$ cat src/rtl/barrett_mod_mult.sv
// Pipelined Barrett modular multiplier/reducer with a runtime-loadable modulus.
// Three stages: operand capture, quotient estimate, remainder with one correction.
`timescale 1ns/1ps
module barrett_mod_mult #(
  parameter int DATA_WIDTH    = 16,
  parameter int MODULUS_WIDTH = 14,
  parameter int MU_WIDTH      = MODULUS_WIDTH + 2,
  parameter int TAG_WIDTH     = 4
) (
  input  logic                    clk,
  input  logic                    rst,
  input  logic                    mode,
  input  logic [DATA_WIDTH-1:0]   a_in,
  input  logic [DATA_WIDTH-1:0]   b_in,
  input  logic [2*DATA_WIDTH-1:0] s_in,
  input  logic [TAG_WIDTH-1:0]    in_tag,
  input  logic                    in_valid,
  output logic                    in_ready,
  output logic [DATA_WIDTH-1:0]   result,
  output logic [TAG_WIDTH-1:0]    out_tag,
  output logic                    out_valid,
  input  logic                    out_ready,
  input  logic [DATA_WIDTH-1:0]   cfg_modulus,
  input  logic [MU_WIDTH-1:0]     cfg_mu,
  input  logic                    cfg_valid,
  output logic                    cfg_ready,
  output logic                    configured
);

  localparam int XW       = 2 * DATA_WIDTH;
  localparam int SHIFT_LO = MODULUS_WIDTH - 2;
  localparam int SHIFT_HI = MODULUS_WIDTH + 3;
  localparam int XSW      = XW - SHIFT_LO;
  localparam int PW       = XSW + MU_WIDTH;
  localparam int QW       = PW - SHIFT_HI;
  localparam int QMW      = QW + DATA_WIDTH;
  localparam int RW       = ((QMW > XW) ? QMW : XW) + 1;

  typedef enum logic [1:0] {UNCFG, RUN, DRAIN} state_t;

  state_t                  state_reg, state_next;
  logic [DATA_WIDTH-1:0]   mod_reg;
  logic [MU_WIDTH-1:0]     mu_reg;
  logic                    configured_reg;

  logic                    valid_s1_reg, valid_s2_reg, valid_s3_reg;
  logic [XW-1:0]           x_s1_reg;
  logic                    mode_s1_reg;
  logic [TAG_WIDTH-1:0]    tag_s1_reg;
  logic [XW-1:0]           x_s2_reg;
  logic [QW-1:0]           q_s2_reg;
  logic [TAG_WIDTH-1:0]    tag_s2_reg;
  logic [DATA_WIDTH-1:0]   res_s3_reg;
  logic [TAG_WIDTH-1:0]    tag_s3_reg;

  logic                    advance, accept, any_valid, load_cfg;
  logic [XW-1:0]           prod, x_s2_next;
  logic [XSW-1:0]          x_hi;
  logic [PW-1:0]           qp;
  logic [QW-1:0]           q_s2_next;
  logic [RW-1:0]           qm, r, m_ext;
  logic [DATA_WIDTH-1:0]   res_s3_next;

  // The whole pipeline freezes only when the output register is full and not taken.
  assign advance   = ~(valid_s3_reg & ~out_ready);
  assign accept    = in_valid & in_ready;
  assign any_valid = valid_s1_reg | valid_s2_reg | valid_s3_reg;
  assign load_cfg  = cfg_valid & cfg_ready;

  always_ff @(posedge clk) begin
    if (!rst) state_reg <= UNCFG;
    else      state_reg <= state_next;
  end

  always_comb begin
    state_next = state_reg;
    case (state_reg)
      UNCFG:   if (cfg_valid) state_next = RUN;
      RUN:     if (cfg_valid && !cfg_ready) state_next = DRAIN;
      DRAIN:   if (!cfg_valid || cfg_ready) state_next = RUN;
      default: state_next = UNCFG;
    endcase
  end

  always_comb begin
    in_ready  = 1'b0;
    cfg_ready = 1'b0;
    case (state_reg)
      UNCFG: cfg_ready = 1'b1;
      RUN: begin
        in_ready  = advance;
        cfg_ready = ~any_valid & ~in_valid;
      end
      DRAIN:   cfg_ready = ~any_valid;
      default: cfg_ready = 1'b0;
    endcase
  end

  // Stage 2: form X (product or direct value) and estimate the quotient.
  always_comb begin
    prod      = {{DATA_WIDTH{1'b0}}, x_s1_reg[XW-1:DATA_WIDTH]} *
                {{DATA_WIDTH{1'b0}}, x_s1_reg[DATA_WIDTH-1:0]};
    x_s2_next = mode_s1_reg ? prod : x_s1_reg;
    x_hi      = XSW'(x_s2_next >> SHIFT_LO);
    qp        = {{MU_WIDTH{1'b0}}, x_hi} * {{XSW{1'b0}}, mu_reg};
    q_s2_next = QW'(qp >> SHIFT_HI);
  end

  // Stage 3: remainder; the quotient estimate is at most one short, so one subtraction fixes it.
  always_comb begin
    qm          = {{(RW-QW){1'b0}}, q_s2_reg} * {{(RW-DATA_WIDTH){1'b0}}, mod_reg};
    m_ext       = {{(RW-DATA_WIDTH){1'b0}}, mod_reg};
    r           = {{(RW-XW){1'b0}}, x_s2_reg} - qm;
    res_s3_next = DATA_WIDTH'((r >= m_ext) ? (r - m_ext) : r);
  end

  always_ff @(posedge clk) begin
    if (!rst) begin
      valid_s1_reg   <= 1'b0;
      valid_s2_reg   <= 1'b0;
      valid_s3_reg   <= 1'b0;
      x_s1_reg       <= '0;
      mode_s1_reg    <= 1'b0;
      tag_s1_reg     <= '0;
      x_s2_reg       <= '0;
      q_s2_reg       <= '0;
      tag_s2_reg     <= '0;
      res_s3_reg     <= '0;
      tag_s3_reg     <= '0;
      mod_reg        <= '0;
      mu_reg         <= '0;
      configured_reg <= 1'b0;
    end else begin
      if (advance) begin
        valid_s1_reg <= accept;
        if (accept) begin
          // Multiplicands share the X register; mode tells stage 2 how to read it.
          x_s1_reg    <= mode ? {a_in, b_in} : s_in;
          mode_s1_reg <= mode;
          tag_s1_reg  <= in_tag;
        end
        valid_s2_reg <= valid_s1_reg;
        x_s2_reg     <= x_s2_next;
        q_s2_reg     <= q_s2_next;
        tag_s2_reg   <= tag_s1_reg;
        valid_s3_reg <= valid_s2_reg;
        res_s3_reg   <= res_s3_next;
        tag_s3_reg   <= tag_s2_reg;
      end
      if (load_cfg) begin
        mod_reg        <= cfg_modulus;
        mu_reg         <= cfg_mu;
        configured_reg <= 1'b1;
      end
    end
  end

  assign result     = res_s3_reg;
  assign out_tag    = tag_s3_reg;
  assign out_valid  = valid_s3_reg;
  assign configured = configured_reg;

endmodule

$ cat config.mk
export PLATFORM = sky130hd
export DESIGN_NAME = barrett_mod_mult
export DESIGN_NICKNAME = d
export VERILOG_FILES = /design/src/rtl/barrett_mod_mult.sv
export SDC_FILE = /design/constraint.sdc
export NUM_CORES = 2
export LEC_CHECK = 0
export CORE_MARGIN = 10
export CORE_UTILIZATION = 40
export DETAILED_ROUTE_END_ITERATION = 7
export PLACE_DENSITY = 0.56
export SETUP_SLACK_MARGIN = 0.1
export SLEW_MARGIN = 20
export SYNTH_ARGS = -nofsm -noshare
export SYNTH_HDL_FRONTEND = slang
export SYNTH_SLANG_ARGS = --single-unit
$ cat constraint.sdc
create_clock -name clk -period 15.4 [get_ports clk]
set_input_delay 4.62 -clock clk [delete_from_list [all_inputs] [get_ports clk]]
set_output_delay 4.62 -clock clk [all_outputs]
set_load 0.01 [all_outputs]
* After elaboration in Yosys (flattened, before gate mapping)
Cells that the tools add are included.
** Storage, ports and cells
- Register bits :: 150
- Bits in latches :: 0
- Bits in writable memories :: 0
- Memory bits (read-only) :: 0
- Input port bits :: 106
- Output and inout port bits :: 24
- Memories :: 0
** Operators by class
- $add $sub $neg :: 2
- Multipliers :: 3
- Divide/modulo/power cells :: 0
- Order comparisons :: 1
- Eq/ne operators :: 5
- Shift-type cells :: 0
- Muxes and demuxes :: 9
- Bitwise gates (word level) :: 10
- Reductions and logical operators :: 7
** Operators by type and width (number)
- two-way mux 32 bit :: 2
- >= comparator 36 x 16 -> 1 bit :: 1
- multiplier 20 x 16 -> 36 bit :: 1
- subtractor 32 x 35 -> 36 bit :: 1
- multiplier 19 x 16 -> 35 bit :: 1
- multiplier 16 x 16 -> 32 bit :: 1
- two-way mux 16 bit :: 1
- subtractor 16 bit :: 1
- two-way mux 2 bit :: 3
- != test 2 bit (second input constant) :: 3
- case mux 2 bit (3 select lines) :: 1
- AND 1 bit :: 4
- inverter 1 bit :: 4
- case mux 1 bit (3 select lines) :: 1
- AND reduction 3 bit :: 1
- equality test 2 x 1 -> 1 bit (second input constant) :: 1
- equality test 2 bit (second input constant) :: 1
- logical NOT 1 bit :: 2
- logical NOT 2 bit :: 1
- OR 1 bit :: 2
- AND reduction 2 bit :: 1
- logical AND 1 bit :: 1
- logical OR 1 bit :: 1
- two-way mux 1 bit :: 1

* Longest topological paths before layout
- Word-level depth :: 9
- Mapped depth :: 49
- Gate-level depth less buffers :: 46

* Worst setup path after synthesis
OpenSTA, ideal clock, no wires.
- Path kind :: register to register
- From :: reg x_s1_reg[1]
- To :: reg q_s2_reg[12]
- Setup time :: 126 ps
- Data arrival time :: 11842 ps
- Setup slack :: 3432 ps
- Cell stages (with the launch flop) :: 46
- Path buffers :: 3
- Clock period less this slack :: 11968 ps
- Cell sequence :: dfxtp_1 > clkbuf_1 > clkbuf_1 > nand2_1 > fa_1 > fa_1 > fa_1 > fa_1 > inv_1 > fa_1 > inv_1 > fa_1 > inv_1 > ha_1 > nand3_1 > nor2_1 > a21oi_1 > a31o_2 > (+10 left out) > fa_1 > inv_1 > fa_1 > fa_1 > inv_1 > fa_1 > inv_1 > ha_1 > nand3_1 > or2_2 > nand2b_1 > a31o_2 > o41a_1 > o31ai_1 > a311oi_1 > o21ba_2 > nand4_1 > o211ai_1
** Between the ends
- Longest elaborated chain between the ends :: 3
** RTL lines
- start, declared :: line 47 : logic [XW-1:0] x_s1_reg;
- start signal, assigned :: line 138 : x_s1_reg <= mode ? {a_in, b_in} : s_in;
- multiplier 16 x 16 -> 32 bit :: line 101 : prod = {{DATA_WIDTH{1'b0}}, x_s1_reg[XW-1:DATA_WIDTH]} *
- two-way mux 32 bit :: line 103 : x_s2_next = mode_s1_reg ? prod : x_s1_reg;
- multiplier 20 x 16 -> 36 bit :: line 105 : qp = {{MU_WIDTH{1'b0}}, x_hi} * {{XSW{1'b0}}, mu_reg};
- end signal, assigned :: line 144 : q_s2_reg <= q_s2_next;
- end, declared :: line 51 : logic [QW-1:0] q_s2_reg;
Every way passes these cells.
A chain may end at the register's enable or synchronous reset.

* Worst setup path after layout
Same ends and word-level chain as after synthesis.

==> summary by stage <==
Status
The run finished with clean final reports.

Route
In the routed design, unresolved DRC markers number 0. Dividing the detail-routed wire length by the instance count gives 19.3 um. Using the TritonRoute via totals, the vias-per-cell ratio works out to 5.17. Routed signal wires occupy layers up through met5.

The total routed wire length on the met1 layer is 46.0 mm. Once detail routing completed, the nets flagged for antenna violations numbered 0. The total via count after detailed routing is 27700. The amount of wire on met3 after detailed routing is 6.29 mm. The first routing iteration left 1602 violations. The total length of routed met2 wires is 48.8 mm. The first detailed-routing pass ran for 6 iterations. The routed design has 103 mm of wire.

Clock tree
For the worst-skew pair, the clock arrives at the later sink with an insertion delay of 510 ps. The CTS H-tree depth is 4. Buffers inserted during clock tree synthesis total 17. The quantity of hold-fixing buffers added after cts is 0. The clock tree from TritonCTS is built. The clock transition at the register clock pins on the worst setup and hold paths after CTS is 100 ps. The number of buffers on the longest clock path is 2.

The count of clock tree sinks is 150. Gates resized during post-CTS repair numbered 0. The post-CTS setup buffer count is 0. CTS placed an instance of sky130_fd_sc_hd__clkbuf_16 at the clock tree root.

GRT
The global-route usage over all layers is 0.207. The initial antenna violation count is 7. The via count of the first global-routing pass was 29900. The global-route congestion overflow total is 0. Entering global routing, the biggest net connects 76 pins. The first global-routing pass estimated 168 mm of wire.

Yosys
The compound-gate portion of the synthesized area was 0.0836. The share of synthesized cell area in full adder, half adder and majority cells is 0.507. The proportion of netlist area held by the largest area contributor is 0.392. Of the synthesized area, sequential elements account for 0.0823. Counting flops with an async set or reset pin after synthesis yields a share of 0.

The synthesized design contains 150 register bits. Of the total synthesized cell area, the portion taken by AND, OR, NAND and NOR gates is 0.179. The commonest cells after synthesis are sky130_fd_sc_hd__inv_1 (814), sky130_fd_sc_hd__fa_1 (714), sky130_fd_sc_hd__nand2_1 (572), sky130_fd_sc_hd__and2_1 (470), sky130_fd_sc_hd__ha_1 (336). The biggest area contributor in the post-synthesis netlist is sky130_fd_sc_hd__fa_1. The dominant combinational cell family by area after synthesis is adder cells. Synthesis handed over a netlist of 4196 instances.

The count of different cell masters after synthesis is 78. The synthesized design contains 0 enable-type register cells. The most common cell in the synthesized netlist is sky130_fd_sc_hd__inv_1. The synthesized area per cell is 8.70 um^2. The most used flip-flop cell after synthesis is sky130_fd_sc_hd__dfxtp_1. The warning count from the yosys run is 0.

In the post-synthesis netlist, the biggest area contributors are sky130_fd_sc_hd__fa_1 (39%), sky130_fd_sc_hd__ha_1 (12%), sky130_fd_sc_hd__inv_1 (8.4%), sky130_fd_sc_hd__dfxtp_1 (8.2%), sky130_fd_sc_hd__and2_1 (8.1%). Summing every instance area after synthesis gives 36500 um^2. The net count after synthesis is 5352. Of the total synthesized cell area, the portion taken by XOR and XNOR cells is 0.0194. After synthesis, the share of cell area in mux cells is 0.0210.

Critical path
The top fanout value on the critical path is 18. At the worst endpoint, the required time is 15770 ps. The cell seen most often among critical-path stages is sky130_fd_sc_hd__fa_1. The data arrival time of the critical path is 13460 ps.

The dominant delay contributor by cell family on the critical path is adder cells. The largest stage delay on the critical path is 790 ps. The type of the setup path with the least slack is reg2reg.

Together, buffers and inverters on the worst path number 6. STA classifies the critical path startpoint as a register. The kind of capture point of the worst setup path is a register. The cell with the largest stage delay on the worst path is sky130_fd_sc_hd__dfxtp_1.

Timing
Derived from the worst setup path, the maximum achievable clock frequency is 76.4 MHz. The measured slew at the worst slew-check pin is 1120 ps. Across the routed clock network, the largest skew measured is 33.0 ps. Setup repair after global routing left no endpoint under its margin. The relative max-transition margin is 0.255.

Summed over all failing endpoints, the final setup total negative slack is 0 ps. The smallest clock period supported by the final layout is computed as 13100 ps. The number of hold violations in the final report is 0. Of the available clock period, the critical path in the final layout requires 0.850.

The worst hold slack across all endpoints is 452 ps. The max-slew violation total from the final report came to 0. The setup-violating endpoint count in the final report is 0.

Finish
The net count of the finished layout is 5321. Once layout is complete, the utilization of the core stands at 0.436. The area growth from synthesis to layout is 7.85%. The final design area excluding fillers is 39400 um^2.

The layout cell share with drive strength beyond 1 is 0.0290.

Die
The starting density of the core is 0.404. Pin placement for this block handled 130 I/O pins. The die outline area is 104000 um^2. The area inside the core boundary is 90300 um^2.

The floorplan step set the die width to 322 um. The die height is 322 um. The floorplan has 110 rows.

Pwr
The leakage power is 0.0193 uW. The total chip power is 3760 uW. The power per cell area is 95.6 nW/um^2.

The maximum vdd drop is 0.182 mV.

Worst hold path
The worst min-delay path class is reg2reg.

Place
The routability congestion estimate from global placement is 0.855. The number of I/O port buffers is 129. The HPWL reported at the end of detailed placement is 79.8 mm. The instance area at placement is 38700 um^2.

Flow run
Max-cap violations in this run came to 0.
metrics by stage:
stage               setup WS [ps]  std cells
detailed placement           2410       5322
CTS                          2310       5354
global route                 1580       5355
floorplan                    3430       4196
finish                       2300       5358
global placement             2590       5322
power by group:
part           internal [uW]  switching, uW
Clock                    247            229
Sequential               437            101
Combinational           1120           1630
placed cells by master, fill, tap and decap left out, types with 5 or more instances in the layout:
cell type and instances:
sky130_fd_sc_hd__o21ai_0 65, sky130_fd_sc_hd__o21ai_1 7, sky130_fd_sc_hd__and3_1 7, sky130_fd_sc_hd__and2_1 468, sky130_fd_sc_hd__nand3b_1 5, sky130_fd_sc_hd__a211oi_1 70
sky130_fd_sc_hd__a31o_2 5, sky130_fd_sc_hd__o31ai_1 7, sky130_fd_sc_hd__a21o_1 37, sky130_fd_sc_hd__o21bai_1 9, sky130_fd_sc_hd__buf_4 42, sky130_fd_sc_hd__nor2b_1 25
sky130_fd_sc_hd__o21ba_2 5, sky130_fd_sc_hd__mux2i_1 61, sky130_fd_sc_hd__o211ai_1 14, sky130_fd_sc_hd__nand2_1 572, sky130_fd_sc_hd__xnor2_1 54, sky130_fd_sc_hd__xor2_1 27
sky130_fd_sc_hd__clkdlybuf4s50_1 128, sky130_fd_sc_hd__nor3_1 24, sky130_fd_sc_hd__a31oi_1 21, sky130_fd_sc_hd__fa_1 714, sky130_fd_sc_hd__a311oi_1 5, sky130_fd_sc_hd__ha_1 336
sky130_fd_sc_hd__clkbuf_16 17, sky130_fd_sc_hd__o21a_1 11, sky130_fd_sc_hd__nand3_1 33, sky130_fd_sc_hd__a21oi_1 159, sky130_fd_sc_hd__inv_6 6, sky130_fd_sc_hd__nand2b_1 12
sky130_fd_sc_hd__inv_1 814, sky130_fd_sc_hd__or2_2 7, sky130_fd_sc_hd__nor2_1 127, sky130_fd_sc_hd__mux2_2 14, sky130_fd_sc_hd__nor3b_1 6, sky130_fd_sc_hd__nand4_1 21
sky130_fd_sc_hd__dfxtp_1 149
final timing paths:
kind | startpoint | to | slack, ps | cells after the start
min reg2reg | result[0] | result[0] | 450 | 2
max | x_s1_reg[1] | q_s2_reg[12] | 2300 | 42
max reg2reg | x_s1_reg[1] | q_s2_reg[12] | 2300 | 42
min | result[0] | result[0] | 450 | 2
cell families (layout without fill, tap and decap cells):
group,count (synthesis),count (layout)
simple gates,1331,1331
fa+ha+maj,1050,1050
buf+inv,1036,1018
compound gates,473,473
flops,150,150
xor+xnor,81,81
mux,75,75
other cells,0,4
per-layer routing:
layer,vias to the layer above,global-route usage
li1,12800,-
met1,14100,0.272
met2,672,0.347
met3,118,0.0406
met4,2,0.0492
met5,-,0
final cells by class:
class / count / area (um^2)
antenna: 4 / 10.0
clock buffer: 18 / 429
clock inverter: 14 / 179
fill: 9089 / 50900
inverter: 815 / 3060
multi-input combinational: 3010 / 29600
sequential: 150 / 3000
tap: 1176 / 1470
timing repair buffer: 171 / 1600
worst reg2reg max path: cells and delay by family, from the launching register on:
| family | cells | cell delay, ps |
|---|---|---|
| AND/OR/NAND/NOR | 8 | 1150 |
| multiplexers | 1 | 480 |
| adder cells (fa/ha/maj) | 14 | 6760 |
| XOR/XNOR | 1 | 150 |
| buffers and inverters | 6 | 280 |
| flip-flops | 1 | 790 |
| AO/OA/AOI/OAI | 12 | 3320 |
(Power assumes the default switching activity.)
